File: config.mk
export PLATFORM = sky130hd
export DESIGN_NAME = tdc_spi_arbiter_flat
export DESIGN_NICKNAME = d
export VERILOG_FILES = /design/src/rtl/tdc_spi_arbiter_pkg.sv /design/src/rtl/tdc_spi_arbiter_if.sv /design/src/rtl/tdc_spi_arbiter_rr_picker.sv /design/src/rtl/tdc_spi_arbiter.sv /design/src/flat_wrapper.sv
export SDC_FILE = /design/constraint.sdc
export NUM_CORES = 1
export LEC_CHECK = 0
export BUFFER_PORTS_ARGS = -buffer_cell sky130_fd_sc_hd__buf_4
export CORE_ASPECT_RATIO = 1.25
export CORE_MARGIN = 2
export CORE_UTILIZATION = 41
export CTS_CLUSTER_DIAMETER = 120
export DETAILED_ROUTE_END_ITERATION = 12
export PLACE_DENSITY_LB_ADDON = 0.12
export SLEW_MARGIN = 30
export SYNTH_ARGS = -nofsm -noshare
export SYNTH_HDL_FRONTEND = slang
export SYNTH_SLANG_ARGS = --single-unit
File: constraint.sdc
create_clock -name clk -period 4 [get_ports clk]
set_input_delay 0.4 -clock clk [delete_from_list [all_inputs] [get_ports clk]]
set_output_delay 0.4 -clock clk [all_outputs]
set_load 0.005 [all_outputs]
File: src/rtl/tdc_spi_arbiter_pkg.sv
// ---------------------------------------------------------------------------
// tdc_arb_pkg
// Shared definitions for the TDC SPI arbiter slice: channel count, default
// widths and watchdog limit, the arbiter state encoding and the layout of the
// TDC command byte.
// ---------------------------------------------------------------------------
package tdc_arb_pkg;

   localparam int NUM_TDC                = 6;
   localparam int DEFAULT_DATA_W         = 24;
   localparam int DEFAULT_TIMEOUT_CYCLES = 4096;

   // TDC command byte: [7] auto-increment, [6] write, [5:0] register address
   localparam int CMD_AUTOINC_BIT = 7;
   localparam int CMD_WRITE_BIT   = 6;
   localparam int CMD_ADDR_MSB    = 5;
   localparam int CMD_ADDR_LSB    = 0;

   typedef enum logic [1:0] {
      IDLE    = 2'd0,
      LAUNCH  = 2'd1,
      WAIT    = 2'd2,
      RELEASE = 2'd3
   } arb_state_e;

   // A byte count of 0 is meaningless on the wire; it is sent as 1.
   function automatic logic [1:0] norm_len(input logic [1:0] len);
      return (len == 2'd0) ? 2'd1 : len;
   endfunction

endpackage

File: src/rtl/tdc_spi_arbiter_if.sv
// ---------------------------------------------------------------------------
// tdc_spi_arbiter_if
// Bundles the channel-side request bus and the SPI-master handshake.
//   req/req_cmd/req_wdata/req_len : per-channel requests, lane i at [W*i +: W]
//   grant/ack/rdata/err           : per-channel grant, completion and result
//   spi_start/spi_cmd/spi_wdata/spi_len : launch of the shared SPI master
//   spi_done/spi_rdata            : completion from the SPI master
// Modports: master = the arbiter, slave = channels plus SPI master.
// ---------------------------------------------------------------------------
interface tdc_spi_arbiter_if
   import tdc_arb_pkg::*;
#(
   parameter int NUM_REQ = NUM_TDC,
   parameter int DATA_W  = DEFAULT_DATA_W
);
   logic [NUM_REQ-1:0]        req;
   logic [NUM_REQ*8-1:0]      req_cmd;
   logic [NUM_REQ*DATA_W-1:0] req_wdata;
   logic [NUM_REQ*2-1:0]      req_len;
   logic [NUM_REQ-1:0]        grant;
   logic [NUM_REQ-1:0]        ack;
   logic [DATA_W-1:0]         rdata;
   logic                      err;
   logic                      spi_start;
   logic [7:0]                spi_cmd;
   logic [DATA_W-1:0]         spi_wdata;
   logic [1:0]                spi_len;
   logic                      spi_done;
   logic [DATA_W-1:0]         spi_rdata;

   modport master (
      input  req, req_cmd, req_wdata, req_len, spi_done, spi_rdata,
      output grant, ack, rdata, err, spi_start, spi_cmd, spi_wdata, spi_len
   );

   modport slave (
      output req, req_cmd, req_wdata, req_len, spi_done, spi_rdata,
      input  grant, ack, rdata, err, spi_start, spi_cmd, spi_wdata, spi_len
   );
endinterface

File: src/rtl/tdc_spi_arbiter_rr_picker.sv
// ---------------------------------------------------------------------------
// tdc_rr_picker
// Combinational rotate-priority encoder. Picks the first set request bit
// scanning ptr+1, ptr+2, ... ptr+NUM_REQ (mod NUM_REQ), so the channel at
// ptr itself has the lowest priority.
//   req_i   : request vector
//   ptr_i   : index of the last channel served
//   found_o : any request set
//   k_o     : winning channel index (0 when found_o is low)
// ---------------------------------------------------------------------------
module tdc_rr_picker
   import tdc_arb_pkg::*;
#(
   parameter int NUM_REQ = NUM_TDC,
   parameter int PTR_W   = $clog2(NUM_REQ)
) (
   input  logic [NUM_REQ-1:0] req_i,
   input  logic [PTR_W-1:0]   ptr_i,
   output logic               found_o,
   output logic [PTR_W-1:0]   k_o
);

   always_comb begin
      int               idx;
      logic [PTR_W-1:0] idx_w;
      // NOTE: every combinational output gets a default first so no path
      // leaves it unassigned and infers a latch.
      found_o = 1'b0;
      k_o     = '0;
      idx     = 0;
      idx_w   = '0;
      // Scan from the farthest offset down: the last hit written is the
      // nearest one after ptr, which is the winner, without needing a break.
      for (int off = NUM_REQ; off >= 1; off--) begin
         idx   = (int'(ptr_i) + off) % NUM_REQ;
         idx_w = PTR_W'(idx);
         if (req_i[idx_w]) begin
            found_o = 1'b1;
            k_o     = idx_w;
         end
      end
   end

endmodule

File: src/rtl/tdc_spi_arbiter.sv
// ---------------------------------------------------------------------------
// tdc_spi_arbiter
// Shares one SPI master among the TDC channel controllers. A round-robin
// arbiter grants one requester, latches its command/data/length, pulses
// spi_start, waits for spi_done and returns the read data with a one-cycle
// ack. Grant is held from arbitration through the ack cycle.
//   clk, rst : clock, synchronous active-high reset
//   bus      : tdc_spi_arbiter_if.master (request bus and SPI handshake)
// Optional: define TDC_ARB_TIMEOUT_EN to build a WAIT watchdog of
// TIMEOUT_CYCLES that completes the transaction with err=1, rdata=0.
// Without it err is tied low and WAIT waits indefinitely.
// ---------------------------------------------------------------------------
module tdc_spi_arbiter
   import tdc_arb_pkg::*;
#(
   parameter int NUM_REQ = NUM_TDC,
   parameter int DATA_W  = DEFAULT_DATA_W
`ifdef TDC_ARB_TIMEOUT_EN
   ,
   parameter int TIMEOUT_CYCLES = DEFAULT_TIMEOUT_CYCLES
`endif
) (
   input logic               clk,
   input logic               rst,
   tdc_spi_arbiter_if.master bus
);

   localparam int PTR_W = $clog2(NUM_REQ);

   localparam logic [1:0] S_IDLE    = IDLE;
   localparam logic [1:0] S_LAUNCH  = LAUNCH;
   localparam logic [1:0] S_WAIT    = WAIT;
   localparam logic [1:0] S_RELEASE = RELEASE;

   logic [1:0]         state_q, state_d;
   logic [PTR_W-1:0]   ptr_q, ptr_d;
   logic [PTR_W-1:0]   k_q, k_d;
   logic [NUM_REQ-1:0] grant_q, grant_d;
   logic [NUM_REQ-1:0] ack_q, ack_d;
   logic [DATA_W-1:0]  rdata_q, rdata_d;
   logic               spi_start_q, spi_start_d;
   logic [7:0]         spi_cmd_q, spi_cmd_d;
   logic [DATA_W-1:0]  spi_wdata_q, spi_wdata_d;
   logic [1:0]         spi_len_q, spi_len_d;

`ifdef TDC_ARB_TIMEOUT_EN
   localparam int CNT_W = $clog2(TIMEOUT_CYCLES);
   logic [CNT_W-1:0] cnt_q, cnt_d;
   logic             err_q, err_d;
`endif

   logic             pick_found;
   logic [PTR_W-1:0] pick_k;

   // Per-channel views of the packed request fields
   logic [7:0]        cmd_lane   [NUM_REQ];
   logic [DATA_W-1:0] wdata_lane [NUM_REQ];
   logic [1:0]        len_lane   [NUM_REQ];

   for (genvar g = 0; g < NUM_REQ; g++) begin : g_lane
      assign cmd_lane[g]   = bus.req_cmd[8*g +: 8];
      assign wdata_lane[g] = bus.req_wdata[DATA_W*g +: DATA_W];
      assign len_lane[g]   = bus.req_len[2*g +: 2];
   end

   tdc_rr_picker #(.NUM_REQ(NUM_REQ), .PTR_W(PTR_W)) u_picker (
      .req_i   (bus.req),
      .ptr_i   (ptr_q),
      .found_o (pick_found),
      .k_o     (pick_k)
   );

   always_comb begin
      state_d     = state_q;
      ptr_d       = ptr_q;
      k_d         = k_q;
      grant_d     = grant_q;
      ack_d       = ack_q;
      rdata_d     = rdata_q;
      spi_start_d = spi_start_q;
      spi_cmd_d   = spi_cmd_q;
      spi_wdata_d = spi_wdata_q;
      spi_len_d   = spi_len_q;
`ifdef TDC_ARB_TIMEOUT_EN
      cnt_d       = cnt_q;
      err_d       = err_q;
`endif
      case (state_q)
         S_IDLE: begin
            if (pick_found) begin
               grant_d         = '0;
               grant_d[pick_k] = 1'b1;
               k_d             = pick_k;
               spi_cmd_d       = cmd_lane[pick_k];
               spi_wdata_d     = wdata_lane[pick_k];
               spi_len_d       = norm_len(len_lane[pick_k]);
               spi_start_d     = 1'b1;
               state_d         = S_LAUNCH;
            end
         end
         S_LAUNCH: begin
            // spi_done here cannot belong to this launch; it is ignored.
            spi_start_d = 1'b0;
            state_d     = S_WAIT;
`ifdef TDC_ARB_TIMEOUT_EN
            cnt_d       = '0;
`endif
         end
         S_WAIT: begin
            if (bus.spi_done) begin
               rdata_d     = bus.spi_rdata;
               ack_d       = '0;
               ack_d[k_q]  = 1'b1;
               state_d     = S_RELEASE;
`ifdef TDC_ARB_TIMEOUT_EN
               err_d       = 1'b0;
            end else if (cnt_q == CNT_W'(TIMEOUT_CYCLES - 1)) begin
               rdata_d     = '0;
               ack_d       = '0;
               ack_d[k_q]  = 1'b1;
               err_d       = 1'b1;
               state_d     = S_RELEASE;
            end else begin
               cnt_d       = cnt_q + 1'b1;
`endif
            end
         end
         S_RELEASE: begin
            // req is not sampled here so the owner has a cycle to drop it.
            ack_d   = '0;
            grant_d = '0;
            ptr_d   = k_q;
            state_d = S_IDLE;
         end
         default: state_d = S_IDLE;
      endcase
   end

   // NOTE: sequential state uses non-blocking assignments so every register
   // samples the pre-edge values regardless of statement order.
   always_ff @(posedge clk) begin
      if (rst) begin
         state_q     <= S_IDLE;
         ptr_q       <= PTR_W'(NUM_REQ - 1);
         k_q         <= '0;
         grant_q     <= '0;
         ack_q       <= '0;
         rdata_q     <= '0;
         spi_start_q <= 1'b0;
         spi_cmd_q   <= '0;
         spi_wdata_q <= '0;
         spi_len_q   <= '0;
`ifdef TDC_ARB_TIMEOUT_EN
         cnt_q       <= '0;
         err_q       <= 1'b0;
`endif
      end else begin
         state_q     <= state_d;
         ptr_q       <= ptr_d;
         k_q         <= k_d;
         grant_q     <= grant_d;
         ack_q       <= ack_d;
         rdata_q     <= rdata_d;
         spi_start_q <= spi_start_d;
         spi_cmd_q   <= spi_cmd_d;
         spi_wdata_q <= spi_wdata_d;
         spi_len_q   <= spi_len_d;
`ifdef TDC_ARB_TIMEOUT_EN
         cnt_q       <= cnt_d;
         err_q       <= err_d;
`endif
      end
   end

   assign bus.grant     = grant_q;
   assign bus.ack       = ack_q;
   assign bus.rdata     = rdata_q;
   assign bus.spi_start = spi_start_q;
   assign bus.spi_cmd   = spi_cmd_q;
   assign bus.spi_wdata = spi_wdata_q;
   assign bus.spi_len   = spi_len_q;
`ifdef TDC_ARB_TIMEOUT_EN
   assign bus.err       = err_q;
`else
   assign bus.err       = 1'b0;
`endif

endmodule

File: src/flat_wrapper.sv
// flat-port wrapper written by rule: the top's interface ports become plain ports
module tdc_spi_arbiter_flat import tdc_arb_pkg::*;
#(
   parameter int NUM_REQ = NUM_TDC,
   parameter int DATA_W  = DEFAULT_DATA_W

)
  (clk, rst, bus_req, bus_req_cmd, bus_req_wdata, bus_req_len, bus_spi_done, bus_spi_rdata, bus_grant, bus_ack, bus_rdata, bus_err, bus_spi_start, bus_spi_cmd, bus_spi_wdata, bus_spi_len);
  tdc_spi_arbiter_if #(.NUM_REQ(NUM_REQ), .DATA_W(DATA_W)) bus_i ();
  input logic clk;
  input logic rst;
  input wire logic [$bits(bus_i.req)-1:0] bus_req;
  input wire logic [$bits(bus_i.req_cmd)-1:0] bus_req_cmd;
  input wire logic [$bits(bus_i.req_wdata)-1:0] bus_req_wdata;
  input wire logic [$bits(bus_i.req_len)-1:0] bus_req_len;
  input wire logic [$bits(bus_i.spi_done)-1:0] bus_spi_done;
  input wire logic [$bits(bus_i.spi_rdata)-1:0] bus_spi_rdata;
  output wire logic [$bits(bus_i.grant)-1:0] bus_grant;
  output wire logic [$bits(bus_i.ack)-1:0] bus_ack;
  output wire logic [$bits(bus_i.rdata)-1:0] bus_rdata;
  output wire logic [$bits(bus_i.err)-1:0] bus_err;
  output wire logic [$bits(bus_i.spi_start)-1:0] bus_spi_start;
  output wire logic [$bits(bus_i.spi_cmd)-1:0] bus_spi_cmd;
  output wire logic [$bits(bus_i.spi_wdata)-1:0] bus_spi_wdata;
  output wire logic [$bits(bus_i.spi_len)-1:0] bus_spi_len;
  assign bus_i.req = bus_req;
  assign bus_i.req_cmd = bus_req_cmd;
  assign bus_i.req_wdata = bus_req_wdata;
  assign bus_i.req_len = bus_req_len;
  assign bus_i.spi_done = bus_spi_done;
  assign bus_i.spi_rdata = bus_spi_rdata;
  assign bus_grant = bus_i.grant;
  assign bus_ack = bus_i.ack;
  assign bus_rdata = bus_i.rdata;
  assign bus_err = bus_i.err;
  assign bus_spi_start = bus_i.spi_start;
  assign bus_spi_cmd = bus_i.spi_cmd;
  assign bus_spi_wdata = bus_i.spi_wdata;
  assign bus_spi_len = bus_i.spi_len;
  tdc_spi_arbiter #(.NUM_REQ(NUM_REQ), .DATA_W(DATA_W)) u_core (.clk(clk), .rst(rst), .bus(bus_i));
endmodule
==> impl_metrics.py <==
metrics = {
    "critical_path": {
        "max_stage_delay_ns": 0.52,
        "worst-path-buf-inv": 4,
        "crit_path_max_fanout": 13,
        "path_delay_family": "compound AO/OA/AOI/OAI gates",
        "cp_slowest_cell": "or4b_4",
        "crit_required_ns": 4.22,
        "crit_type": "reg -> reg",
        "critPathArrivalTime_ns": 4.05,
        "path_cells": "inv_1 -> ha_1 -> a21o_1 -> ha_1 -> or4b_4 -> and3_4 -> mux2i_4 -> a21oi_2 -> o221a_4 -> mux2i_4 -> buf_12 -> bufbuf_16 -> buf_4 -> mux2i_2 -> o21ai_1 -> o221a_1",
        "crit_path_end_kind": "register",
        "startpoint_type": "register",
    },
    "sta": {
        "final.setup.tns_ns": 0,
        "max_slew_margin_pct": 40.8,
        "whs_ns": 0.308,
        "setup_viol": 0,
        "layout_min_cycle_time_ns": 3.83,
        "finalMaxSlewViolations": 0,
        "finalClockSkew_ns": 0.00611,
        "hold_viol_final": 0,
        "max_clock_freq_mhz": 261,
        "max_slew.worst_pin.slew_ns": 0.888,
        "fin_crit_sh_pct": 95.7,
    },
    "power_and_ir_drop": {
        "power_density_nw_per_um2": 718,
        "ir_drop_mv": 0.549,
        "power_mw": 6.13,
        "power.leakage_nw": 3.90,
    },
    "yosys": {
        "synth_area_um2": 5580,
        "ys_seq_area_share_pct": 28.3,
        "synth-adder-area-share_pct": 3.14,
        "synth_cell_types": 71,
        "synth_seq_cells": 79,
        "synth_top_family_by_area": "compound AO/OA/AOI/OAI gates",
        "synthTopCellsByArea": "dfxtp_1 (28%), mux2i_1 (20%), o221a_1 (6.5%), nand2_1 (4.5%), a21oi_1 (3.9%)",
        "synthMuxAreaShare_pct": 22.6,
        "synthArstFlopShare_pct": 0,
        "yosysWarnings": 0,
        "synth_most_common_cell": "mux2i_1",
        "ys.flop_type": "dfxtp_1",
        "syn_nets": 865,
        "syn_area_per_cell_um2": 9.09,
        "synthCells": 614,
        "synth_xor_area_share_pct": 0.897,
        "synth_top_cell_by_area": "dfxtp_1",
        "synth_compound_area_share_pct": 24.9,
        "synth_top_cell_area_share_pct": 28.3,
        "synth_edf_count": 0,
        "ys_top_cells_by_count": "mux2i_1 (110), dfxtp_1 (79), nand2_1 (67)",
        "synthSimpleGateAreaFrac_pct": 12.0,
    },
    "global_route": {
        "grt.overflow.total": 0,
        "antenna_found_initial": 0,
        "grt_max_degree": 50,
        "grt_pass1_wl_um": 32300,
        "grt_pass1_vias": 6057,
        "track_usage_pct": 28.2,
    },
    "outcome": {
        "status": "finished clean",
    },
    "floorplan": {
        "core_area_um2": 13300,
        "rows": 47,
        "die-area_um2": 14600,
        "io_pins": 309,
        "die_y_um": 134,
        "die_w_um": 108,
        "initial_core_util_pct": 42.0,
    },
    "clock_network": {
        "cts_tree": "yes",
        "clkLatencyLatePin_ns": 0.34,
        "cts_buffer_depth": 2,
        "cts_root_buffer": "clkbuf_16",
        "hold_buffers": 0,
        "clock_sinks": 79,
        "htreeDepth": 3,
        "path_clk_slew_ns": 0.07,
        "cts-buffers-inserted": 9,
    },
    "placed_design": {
        "gp_congestion": 0.916,
        "dpl.hpwl_um": 16400,
        "placed_cell_area_um2": 8060,
        "port_buffers": 307,
    },
    "worst_hold_path": {
        "min_path_type": "in -> reg",
    },
    "routing": {
        "first_pass_iters": 5,
        "wirelength_um": 21300,
        "ant_nets": 0,
        "vias_per_cell": 5.59,
        "routedWlPerCell_um": 19.3,
        "via_count": 6153,
        "dr.first_iter.drc_count": 336,
        "drcViolationCount": 0,
    },
    "finish": {
        "stdcell_area_um2": 8530,
        "drive_gt1_share_pct": 43.4,
        "fin_nets": 1176,
        "fin_util_pct": 64.2,
        "diodes": 0,
        "syn2layout_area_growth_pct": 52.9,
    },
    "run": {
        "max_cap_violations": 0,
    },
}
## final timing paths
kind | cells past startpoint | from | endpoint | slack, ns
setup / recovery | 16 | u_core.ptr_q[2] | u_core.bus.spi_wdata[0] | 0.17
hold / removal | 3 | bus_spi_rdata[20] | u_core.bus.rdata[20] | 0.31
setup reg to reg | 16 | u_core.ptr_q[2] | u_core.bus.spi_wdata[0] | 0.17
hold reg to reg | 2 | u_core.bus.rdata[5] | u_core.bus.rdata[5] | 0.46
## layer usage
metal	global-route usage [%]	up-vias	part of all wire (%)
li1	-	2937	-
met1	32.2	2902	37
met2	49.4	263	51
met3	7.48	51	8.1
met4	11.3	0	3.6
met5	0	-	0
## worst reg2reg max path, delay by kind of cell (launching register included)
| kind | cells | cell delay [ns] |
|---|---|---|
| compound gates | 5 | 0.90 |
| fa+ha+maj | 2 | 0.50 |
| buf+inv | 4 | 0.63 |
| flops | 1 | 0.33 |
| mux | 3 | 0.60 |
| simple gates | 2 | 0.75 |
## stage by stage
step | worst slack (ns) | instances
3_5_place_dp | -0.0213 | 1079
3_3_place_gp | 0.169 | 1079
5_1_grt | -0.00642 | 1101
6_report | 0.172 | 1101
4_1_cts | 0.0453 | 1097
2_1_floorplan | 0.0832 | 614
## kinds of logic after synthesis
logic type / count (synthesis)
AO/OA/AOI/OAI: 192
XOR/XNOR: 4
adder cells (fa/ha/maj): 14
buffers and inverters: 65
flip-flops: 79
multiplexers: 120
other: 1
AND/OR/NAND/NOR: 139
## where the power goes
part | internal [mW] | switching (mW)
sequential | 1.01 | 0.156
combinational | 2.06 | 2.08
clock | 0.441 | 0.376
total | 3.52 | 2.61
## cell usage in the layout, fill, tap and decap left out, types with 5 or more instances in the layout
cell       netlist  routed
o21ai_0         31      28
a211oi_1         7       6
nand2b_1         5       5
o22ai_1         32      32
buf_12           8       6
nor3_1           6       6
dfxtp_1         79      77
nor2_1          28      27
o21ai_1          7       9
o221a_1         32      32
nand2_1         67      67
nor4_1           5       5
a21oi_1         43      43
ha_1            14      12
buf_4            4     339
inv_1           11      11
mux2i_1        110     109
clkbuf_16        0       9
## flip-flops by register name (all words and copies together) (netlist names)
| register | flops |
|---|---|
| u_core.bus.spi_wdata | 24 |
| u_core.bus.spi_cmd | 8 |
| u_core.bus.rdata | 24 |
| u_core.bus.ack | 6 |
| u_core.bus.spi_start | 1 |
| u_core.k_q | 3 |
| u_core.bus.grant | 6 |
| u_core.bus.spi_len | 2 |
| u_core.ptr_q | 3 |
| u_core.state_q | 2 |
## final cells by class
cell class              instances  area [µm²]
clock inverters                 7        72.6
flip-flops and latches         79        1580
multi-input cells             470        3630
repair buffers                350        2740
fillers                      1102        4760
well taps                     171         214
clock buffers                   9         225
inverters                      15        56.3
## what timing repair did
| action | CTS | global route |
|---|---|---|
| pin swaps | 0 | 7 |
| gates cloned | 1 | 0 |
| setup buffers | 1 | 4 |
| resized for setup | 3 | 19 |
| endpoints found under the setup margin | 9 | 36 |
(Power assumes the default switching activity.)
